### src/rtl/float_copro_if.sv
// UDI request/response and float-datapath bus for float_copro_ctrl.
// The controller takes the slave modport; the CPU/datapath side takes master.
interface float_copro_if #(
    parameter int unsigned CNT_W = 16
);
    logic             user_valid_i;
    logic [10:0]      user_opcode_i;
    logic [31:0]      user_op0_i;
    logic [31:0]      user_op1_i;
    logic             user_complete_o;
    logic [31:0]      user_result_o;
    logic [10:0]      dp_opcode_o;
    logic [31:0]      dp_op0_o;
    logic [31:0]      dp_op1_o;
    logic [31:0]      dp_result_i;
    logic             busy_o;
    logic             illegal_o;
    logic             illegal_clr_i;
    logic [CNT_W-1:0] ops_count_o;

    modport slave (
        input  user_valid_i, user_opcode_i, user_op0_i, user_op1_i,
        input  dp_result_i, illegal_clr_i,
        output user_complete_o, user_result_o, dp_opcode_o, dp_op0_o, dp_op1_o,
        output busy_o, illegal_o, ops_count_o
    );

    modport master (
        output user_valid_i, user_opcode_i, user_op0_i, user_op1_i,
        output dp_result_i, illegal_clr_i,
        input  user_complete_o, user_result_o, dp_opcode_o, dp_op0_o, dp_op1_o,
        input  busy_o, illegal_o, ops_count_o
    );
endinterface

### src/rtl/float_copro_ctrl.sv
// Sequencer between the LM32 UDI port and a combinational float datapath run as a multicycle path.
// Optional feature: define FLOAT_COPRO_STATS_EN for a saturating completed-operation counter.
module float_copro_ctrl #(
    parameter int unsigned LATENCY = 2,
    parameter int unsigned CNT_W   = 16
) (
    input  logic          clk_i,
    input  logic          rst_ni,
    float_copro_if.slave  bus
);
    localparam int unsigned LAT_W  = 4;
    localparam int unsigned OPC_W  = 11;
    localparam int unsigned DATA_W = 32;
    localparam logic [OPC_W-1:0] OPC_MAX = OPC_W'(2);

    typedef enum logic [1:0] {IDLE, EXEC, DONE} state_e;

    state_e              state_q, state_d;
    logic [LAT_W-1:0]    lat_cnt_q, lat_cnt_d;
    logic                valid_q, valid_d;
    logic [OPC_W-1:0]    dp_opcode_q, dp_opcode_d;
    logic [DATA_W-1:0]   dp_op0_q, dp_op0_d;
    logic [DATA_W-1:0]   dp_op1_q, dp_op1_d;
    logic [DATA_W-1:0]   result_q, result_d;
    logic                illegal_q, illegal_d;
    logic                complete_q, complete_d;
    logic                busy_q, busy_d;
    logic                accept;
    logic                illegal_set;

    always_ff @(posedge clk_i or negedge rst_ni) begin
        if (!rst_ni) begin
            state_q     <= IDLE;
            lat_cnt_q   <= '0;
            valid_q     <= 1'b0;
            dp_opcode_q <= '0;
            dp_op0_q    <= '0;
            dp_op1_q    <= '0;
            result_q    <= '0;
            illegal_q   <= 1'b0;
            complete_q  <= 1'b0;
            busy_q      <= 1'b0;
        end else begin
            state_q     <= state_d;
            lat_cnt_q   <= lat_cnt_d;
            valid_q     <= valid_d;
            dp_opcode_q <= dp_opcode_d;
            dp_op0_q    <= dp_op0_d;
            dp_op1_q    <= dp_op1_d;
            result_q    <= result_d;
            illegal_q   <= illegal_d;
            complete_q  <= complete_d;
            busy_q      <= busy_d;
        end
    end

    // Only a rising request edge in IDLE starts work; a level held past completion is ignored.
    always_comb begin
        state_d     = state_q;
        lat_cnt_d   = lat_cnt_q;
        valid_d     = bus.user_valid_i;
        dp_opcode_d = dp_opcode_q;
        dp_op0_d    = dp_op0_q;
        dp_op1_d    = dp_op1_q;
        result_d    = result_q;
        illegal_set = 1'b0;
        accept      = (state_q == IDLE) && bus.user_valid_i && !valid_q;

        case (state_q)
            IDLE: begin
                if (accept) begin
                    if (bus.user_opcode_i <= OPC_MAX) begin
                        dp_opcode_d = bus.user_opcode_i;
                        dp_op0_d    = bus.user_op0_i;
                        dp_op1_d    = bus.user_op1_i;
                        lat_cnt_d   = LAT_W'(LATENCY - 1);
                        state_d     = EXEC;
                    end else begin
                        result_d    = '0;
                        illegal_set = 1'b1;
                        state_d     = DONE;
                    end
                end
            end
            EXEC: begin
                if (lat_cnt_q != '0) begin
                    lat_cnt_d = lat_cnt_q - LAT_W'(1);
                end else begin
                    result_d = bus.dp_result_i;
                    state_d  = DONE;
                end
            end
            DONE:    state_d = IDLE;
            default: state_d = IDLE;
        endcase

        // Set wins over a simultaneous clear.
        illegal_d  = illegal_set | (illegal_q & ~bus.illegal_clr_i);
        complete_d = (state_d == DONE);
        busy_d     = (state_d != IDLE);
    end

    assign bus.user_complete_o = complete_q;
    assign bus.user_result_o   = result_q;
    assign bus.dp_opcode_o     = dp_opcode_q;
    assign bus.dp_op0_o        = dp_op0_q;
    assign bus.dp_op1_o        = dp_op1_q;
    assign bus.busy_o          = busy_q;
    assign bus.illegal_o       = illegal_q;

`ifdef FLOAT_COPRO_STATS_EN
    logic             done_legal_q, done_legal_d;
    logic [CNT_W-1:0] ops_count_q, ops_count_d;

    // done_legal_q marks a DONE cycle reached through EXEC, i.e. a legal opcode.
    always_comb begin
        done_legal_d = (state_q == EXEC) && (lat_cnt_q == '0);
        ops_count_d  = ops_count_q;
        if (done_legal_q && (ops_count_q != '1)) begin
            ops_count_d = ops_count_q + CNT_W'(1);
        end
    end

    always_ff @(posedge clk_i or negedge rst_ni) begin
        if (!rst_ni) begin
            done_legal_q <= 1'b0;
            ops_count_q  <= '0;
        end else begin
            done_legal_q <= done_legal_d;
            ops_count_q  <= ops_count_d;
        end
    end

    assign bus.ops_count_o = ops_count_q;
`else
    assign bus.ops_count_o = CNT_W'(0);
`endif
endmodule

### src/flat_wrapper.sv
// flat-port wrapper written by rule: the top's interface ports become plain ports
module float_copro_ctrl_flat 
#(
    parameter int unsigned LATENCY = 2,
    parameter int unsigned CNT_W   = 16
)
  (clk_i, rst_ni, bus_user_valid_i, bus_user_opcode_i, bus_user_op0_i, bus_user_op1_i, bus_dp_result_i, bus_illegal_clr_i, bus_user_complete_o, bus_user_result_o, bus_dp_opcode_o, bus_dp_op0_o, bus_dp_op1_o, bus_busy_o, bus_illegal_o, bus_ops_count_o);
  float_copro_if #(.CNT_W(CNT_W)) bus_i ();
  input  logic clk_i;
  input  logic rst_ni;
  input wire logic [$bits(bus_i.user_valid_i)-1:0] bus_user_valid_i;
  input wire logic [$bits(bus_i.user_opcode_i)-1:0] bus_user_opcode_i;
  input wire logic [$bits(bus_i.user_op0_i)-1:0] bus_user_op0_i;
  input wire logic [$bits(bus_i.user_op1_i)-1:0] bus_user_op1_i;
  input wire logic [$bits(bus_i.dp_result_i)-1:0] bus_dp_result_i;
  input wire logic [$bits(bus_i.illegal_clr_i)-1:0] bus_illegal_clr_i;
  output wire logic [$bits(bus_i.user_complete_o)-1:0] bus_user_complete_o;
  output wire logic [$bits(bus_i.user_result_o)-1:0] bus_user_result_o;
  output wire logic [$bits(bus_i.dp_opcode_o)-1:0] bus_dp_opcode_o;
  output wire logic [$bits(bus_i.dp_op0_o)-1:0] bus_dp_op0_o;
  output wire logic [$bits(bus_i.dp_op1_o)-1:0] bus_dp_op1_o;
  output wire logic [$bits(bus_i.busy_o)-1:0] bus_busy_o;
  output wire logic [$bits(bus_i.illegal_o)-1:0] bus_illegal_o;
  output wire logic [$bits(bus_i.ops_count_o)-1:0] bus_ops_count_o;
  assign bus_i.user_valid_i = bus_user_valid_i;
  assign bus_i.user_opcode_i = bus_user_opcode_i;
  assign bus_i.user_op0_i = bus_user_op0_i;
  assign bus_i.user_op1_i = bus_user_op1_i;
  assign bus_i.dp_result_i = bus_dp_result_i;
  assign bus_i.illegal_clr_i = bus_illegal_clr_i;
  assign bus_user_complete_o = bus_i.user_complete_o;
  assign bus_user_result_o = bus_i.user_result_o;
  assign bus_dp_opcode_o = bus_i.dp_opcode_o;
  assign bus_dp_op0_o = bus_i.dp_op0_o;
  assign bus_dp_op1_o = bus_i.dp_op1_o;
  assign bus_busy_o = bus_i.busy_o;
  assign bus_illegal_o = bus_i.illegal_o;
  assign bus_ops_count_o = bus_i.ops_count_o;
  float_copro_ctrl #(.LATENCY(LATENCY), .CNT_W(CNT_W)) u_core (.clk_i(clk_i), .rst_ni(rst_ni), .bus(bus_i));
endmodule
### config.mk
export PLATFORM = sky130hd
export DESIGN_NAME = float_copro_ctrl_flat
export DESIGN_NICKNAME = d
export VERILOG_FILES = /design/src/rtl/float_copro_if.sv /design/src/rtl/float_copro_ctrl.sv /design/src/flat_wrapper.sv
export SDC_FILE = /design/constraint.sdc
export NUM_CORES = 1
export LEC_CHECK = 0
export CAP_MARGIN = 5
export CORE_MARGIN = 1.5
export CORE_UTILIZATION = 46
export CTS_BUF_LIST = sky130_fd_sc_hd__clkbuf_2 sky130_fd_sc_hd__clkbuf_4 sky130_fd_sc_hd__clkbuf_8
export DETAILED_ROUTE_END_ITERATION = 10
export GPL_TIMING_DRIVEN = 0
export PLACE_DENSITY = 0.88
export SLEW_MARGIN = 40
export SYNTH_ARGS = -nofsm -noshare
export SYNTH_HDL_FRONTEND = slang
export SYNTH_SLANG_ARGS = --single-unit
### constraint.sdc
create_clock -name clk_i -period 4.91 [get_ports clk_i]
set_input_delay 0.982 -clock clk_i [delete_from_list [all_inputs] [get_ports clk_i]]
set_output_delay 0.982 -clock clk_i [all_outputs]
set_load 0.01 [all_outputs]
## After elaboration in Yosys (flattened, before gate mapping)

Index checks and enable logic that the tools add are counted.
W data, S select, Z words.

- Logic and storage cells: 47
- Flip-flop bits (word level): 117
- Output and inout port bits: 126
- Input bits: 111

- Reductions and logical operators: 10
- Equal/unequal tests: 7
- $lt $le $gt $ge: 1
- Bitwise gates (word level): 3
- $add $sub $neg: 1
- Mux-type cells: 15

Operator list:

| operator | number |
|---|---|
| $mux W32 | 3 |
| $pmux W32 S2 | 1 |
| $mux W4 | 3 |
| $le A11 B2 Y1 const B | 1 |
| $pmux W4 S2 | 1 |
| $reduce_and A4 Y1 | 2 |
| $mux W2 | 3 |
| $ne A2 B2 Y1 const B | 3 |
| $ne A2 B1 Y1 const B | 2 |
| $pmux W2 S2 | 1 |
| $reduce_bool A2 Y1 | 2 |
| $reduce_bool A4 Y1 | 1 |
| $sub A4 B1 Y4 const B | 1 |
| $mux W1 | 3 |
| $reduce_and A3 Y1 | 1 |
| $eq A2 B1 Y1 const B | 1 |
| $eq A2 B2 Y1 const B | 1 |
| $logic_and A1 B1 Y1 | 2 |
| $logic_not A2 Y1 | 1 |
| $and A1 B1 Y1 | 1 |
| $logic_not A1 Y1 | 1 |
| $not A1 Y1 | 1 |
| $or A1 B1 Y1 | 1 |

## Logic depth before layout (Yosys ltp)

- Depth after elaboration: 6
- Mapped depth: 7
- Mapped depth without buffers: 6

## Worst setup path before layout

OpenSTA, ideal clock, no wires.

- Path type: input port to flip-flop
- Start: input bus_user_opcode_i[3]
- End: register u_core.result_q[23], in the netlist u_core.bus.user_result_o[23]
- Cell stages on the path: 6
- Setup time: 0.079 ns
- Required time: 4.831 ns
- Path buffers: 2
- Path slack: 2.700 ns
- Data arrival time: 2.131 ns
- Path through: nor3_1 -> nand3_1 -> a22oi_2 -> buf_6 -> buf_8 -> mux2i_1

- Longest elaborated chain between the ends: 3

Ends and longest elaborated chain:

| what | line | RTL |
|---|---|---|
| start, declared | flat_wrapper.sv:12 | `input wire logic [$bits(bus_i.user_opcode_i)-1:0] bus_user_opcode_i;` |
| $le A11 B2 Y1 | float_copro_ctrl.sv:72 | `if (bus.user_opcode_i <= OPC_MAX) begin` |
| $ne A2 B2 Y1 (no line) | n/a |  |
| $reduce_and A4 Y1 (no line) | n/a |  |
| end signal, assigned | float_copro_ctrl.sv:50 | `result_q <= result_d;` |
| end, declared | float_copro_ctrl.sv:24 | `logic [DATA_W-1:0] result_q, result_d;` |

Every way passes these cells.
A chain may end at the register's enable or synchronous reset.

## Worst setup path in the final report

- Start: input bus_user_opcode_i[0]
- End: register u_core.result_q[12], in the netlist u_core.bus.user_result_o[12]

The elaborated chain is that of the path after synthesis.

==> summary.txt <==
Routing
  – Overall via count from detail_route: 3479
  – Iteration-0 DRC Markers: 152
  – Vias/cell: 4.57
  – Detailed-route wire length per cell: roughly 16 µm
  – Drt total wl: 12300 µm
  – Drc violations: 0
  – First-pass detailed-route iteration total: 4
  – Count of nets left with antenna violations after detail routing: 0

Timing
  – Highest achievable clock rate: between 0.3 and 0.4 GHz
  – Final setup slack of the worst path: 2.40 ns
  – Count of endpoints failing setup in the final report: 0
  – Clock period minus worst slack: 2.51 ns
  – Crit share post-route: 51.1%
  – RSZ-0062 raised after global routing: false
  – Clock tree skew after final layout: 0.0102 ns
  – Count of final hold-check violations: 0
  – Max Slew Vio Count: 0

Floorplan
  – Die Footprint: 11700 µm²
  – Core area: 10800 µm²
  – I/O pin total: 237
  – Die Y: 108 µm
  – Initial core utilization: 47.0%
  – Die W: ~110 µm
  – Row count: 38

Clock network
  – Number of hold buffers added after CTS: 0
  – CTS resizes: 0
  – H-tree Lvls: 4
  – TritonCTS Buffers: 17
  – Clock latency reported for the late side of the worst-skew pair: 0.42 ns
  – Root buf cell: clkbuf_8
  – Clock-pin slew on the worst setup and hold paths: approximately 0.07 ns
  – Number of buffers on the longest clock path: 2
  – TritonCTS clock tree: done
  – Total setup buffers inserted after CTS: 0
  – TritonCTS Sinks: 117

GRT
  – Via count of the first global-routing pass: between 3000 and 4000
  – First-pass GRT wire length: 19300 µm
  – Aggregate global-route resource usage: between 20 and 25%
  – Global route total overflow: 0
  – Pin count of the biggest net entering global routing: between 60 and 70
  – Initial antenna violation count: 0

Critical path
  – Kind of critical path: primary input to flip-flop
  – Nature of the critical path startpoint: primary input
  – Required time at the endpoint of the critical path: 5.24 ns
  – Largest fanout on the critical path: 10
  – Data arrival time at the worst-slack endpoint: between 2 and 3 ns
  – Critical path capture point type: flip-flop

Job
  – Number of max-capacitance violations reported: 0

Placement
  – Buffers added on ports: 220
  – Routability Congestion: 0.720
  – Placement-stage worst setup slack: a little under 2 ns
  – Dpl cell area: around 7600 µm²
  – HPWL Detailed: 9190 µm

Finish
  – Layout Nets: slightly above 700
  – Post-Route Utilization: 73.4%
  – Share of post-route cells with drive strength above 1: a little over a fifth
  – Number of antenna repair diodes: 0
  – Number of inserted filler cells in the final layout: 712
  – Final Instance Area: 7950 µm²
  – Area added between synthesis and finish: 56.1%

Power
  – Worst IR Drop VDD: 171 µV
  – Power density cells: 267 nW/µm²
  – Leakage power of the design: 3.95 nW

Synthesis
  – Count of yosys warnings during synthesis: 0
  – Sequential area share after synthesis: 57.5%
  – Fraction of synthesized cell area taken by the top area cell type: between 50% and 60%
  – Post-synthesis instance total: 354
  – Top cell type by total area after synthesis: dfrtp_1
  – Post-synthesis sequential element count: roughly 120
  – Netlist Area Pre-Place: 5090 µm²
  – Synth area leaders: dfrtp_1 (57%), mux2_4 (19%), mux2i_1 (6.3%), inv_1 (2.8%), nand2_1 (2.5%)
  – Number of distinct library cells after synthesis: 33
  – Mean instance size in the synthesized netlist: 14.4 µm²

Status
  – Outcome: complete, no violations

Min path
  – Worst min path class: primary input to async pin
-- report_power, final --
part	switching, W	internal (W)
clock	0.000383	0.000496
sequential	0.0000201	0.000989
combinational	0.0000879	0.000145
total	0.000491	0.00163
-- final timing paths --
path                       cells after the start                           end                      start  slack [ns]
min                                            1  u_core.bus.user_result_o[26]                     rst_ni        0.48
min reg2reg                                    1     u_core.bus.dp_opcode_o[7]  u_core.bus.dp_opcode_o[7]        0.48
min in group clk_i                             1     u_core.bus.dp_opcode_o[7]  u_core.bus.dp_opcode_o[7]        0.48
max in group asynchronous                      2        u_core.bus.dp_op0_o[6]                     rst_ni        3.79
max                                            7  u_core.bus.user_result_o[12]       bus_user_opcode_i[0]        2.40
max reg2reg                                    6           u_core.lat_cnt_q[1]          u_core.state_q[0]        3.03
-- layer usage --
metal	GRT usage (%)	wire length [µm]
met1	25.2	4940
met2	37.8	6140
met3	9.10	1120
met4	6.30	126
met5	0	0
-- layout by cell type, fill, tap and decap left out, types with 3 or more instances in the layout --
| master | netlist | layout |
|---|---|---|
| buf_6 | 9 | 9 |
| clkdlybuf4s50_1 | 0 | 219 |
| clkinvlp_4 | 0 | 3 |
| mux2i_1 | 32 | 32 |
| nand2_1 | 34 | 34 |
| mux2_4 | 66 | 66 |
| dfrtp_1 | 117 | 117 |
| buf_4 | 16 | 16 |
| conb_1 | 1 | 16 |
| inv_1 | 38 | 38 |
| clkinv_2 | 0 | 4 |
| clkbuf_8 | 0 | 20 |
| and2_1 | 9 | 9 |
-- cell type report --
class / count / area [µm²] / share of cell area [%]
sequential: 117 / 2930 / 36.8
clock inverter: 9 / 103 / 1.29
multi-input combinational: 182 / 1790 / 22.5
tap: 140 / 175 / 2.20
timing repair buffer: 221 / 2230 / 28.1
inverter: 38 / 143 / 1.79
buffer: 32 / 293 / 3.68
clock buffer: 22 / 290 / 3.65
-- flip-flops by register name, indices dropped and copies added (netlist names) --
name	flops
u_core.bus.dp_opcode_o	11
u_core.state_q	2
u_core.bus.dp_op0_o	32
u_core.bus.busy_o	1
u_core.bus.dp_op1_o	32
u_core.bus.illegal_o	1
u_core.bus.user_result_o	32
u_core.valid_q	1
u_core.bus.user_complete_o	1
u_core.lat_cnt_q	4
-- worst max-delay path, cell delays in order --
cell and delay (ns):
clkdlybuf4s50_1 0.47, a211oi_2 0.41, nand3_1 0.19, a22oi_2 0.20
buf_6 0.19, buf_12 0.15, mux2i_1 0.23
-- cells in the mapped netlist --
library cell  instances
nand4_4               1
dfrtp_1             117
nand3_1               2
nor3b_1               1
and3_1                2
o21ai_0               2
a31oi_1               2
and2_1                9
a22oi_2               1
or2b_1                1
buf_1                 1
nor4_4                1
nor2b_1               1
o31ai_1               2
nand2_1              34
buf_2                 1
buf_8                 1
nand2b_1              1
clkbuf_1              2
mux2i_1              32
buf_12                2
ha_1                  2
nor3_1                1
mux2_4               66
conb_1                1
inv_1                38
or3_1                 1
buf_6                 9
nor4b_4               1
buf_4                16
or2_2                 1
a211oi_2              1
mux2_2                1
-- metrics by stage --
step / total power, W / TNS (ns) / cells / hold slack, ns
after floorplan: 0.00111 / 0 / 369 / 0.465
after global routing: 0.00222 / 0 / 761 / 0.468
after detailed placement: 0.00126 / 0 / 730 / 0.475
after CTS: 0.00214 / 0 / 761 / 0.460
after global placement: 0.00124 / -162.79 / 729 / 0.468
final: 0.00212 / 0 / 761 / 0.479
-- cell families after synthesis --
family	after synthesis	synth area share [%]
other cells	1	0.0736
simple gates	57	6.24
compound gates	8	1.23
fa+ha+maj	2	0.491
mux	99	26.0
buf+inv	70	8.55
flops	117	57.5
No activity file was read; power rests on OpenSTA's default activity.
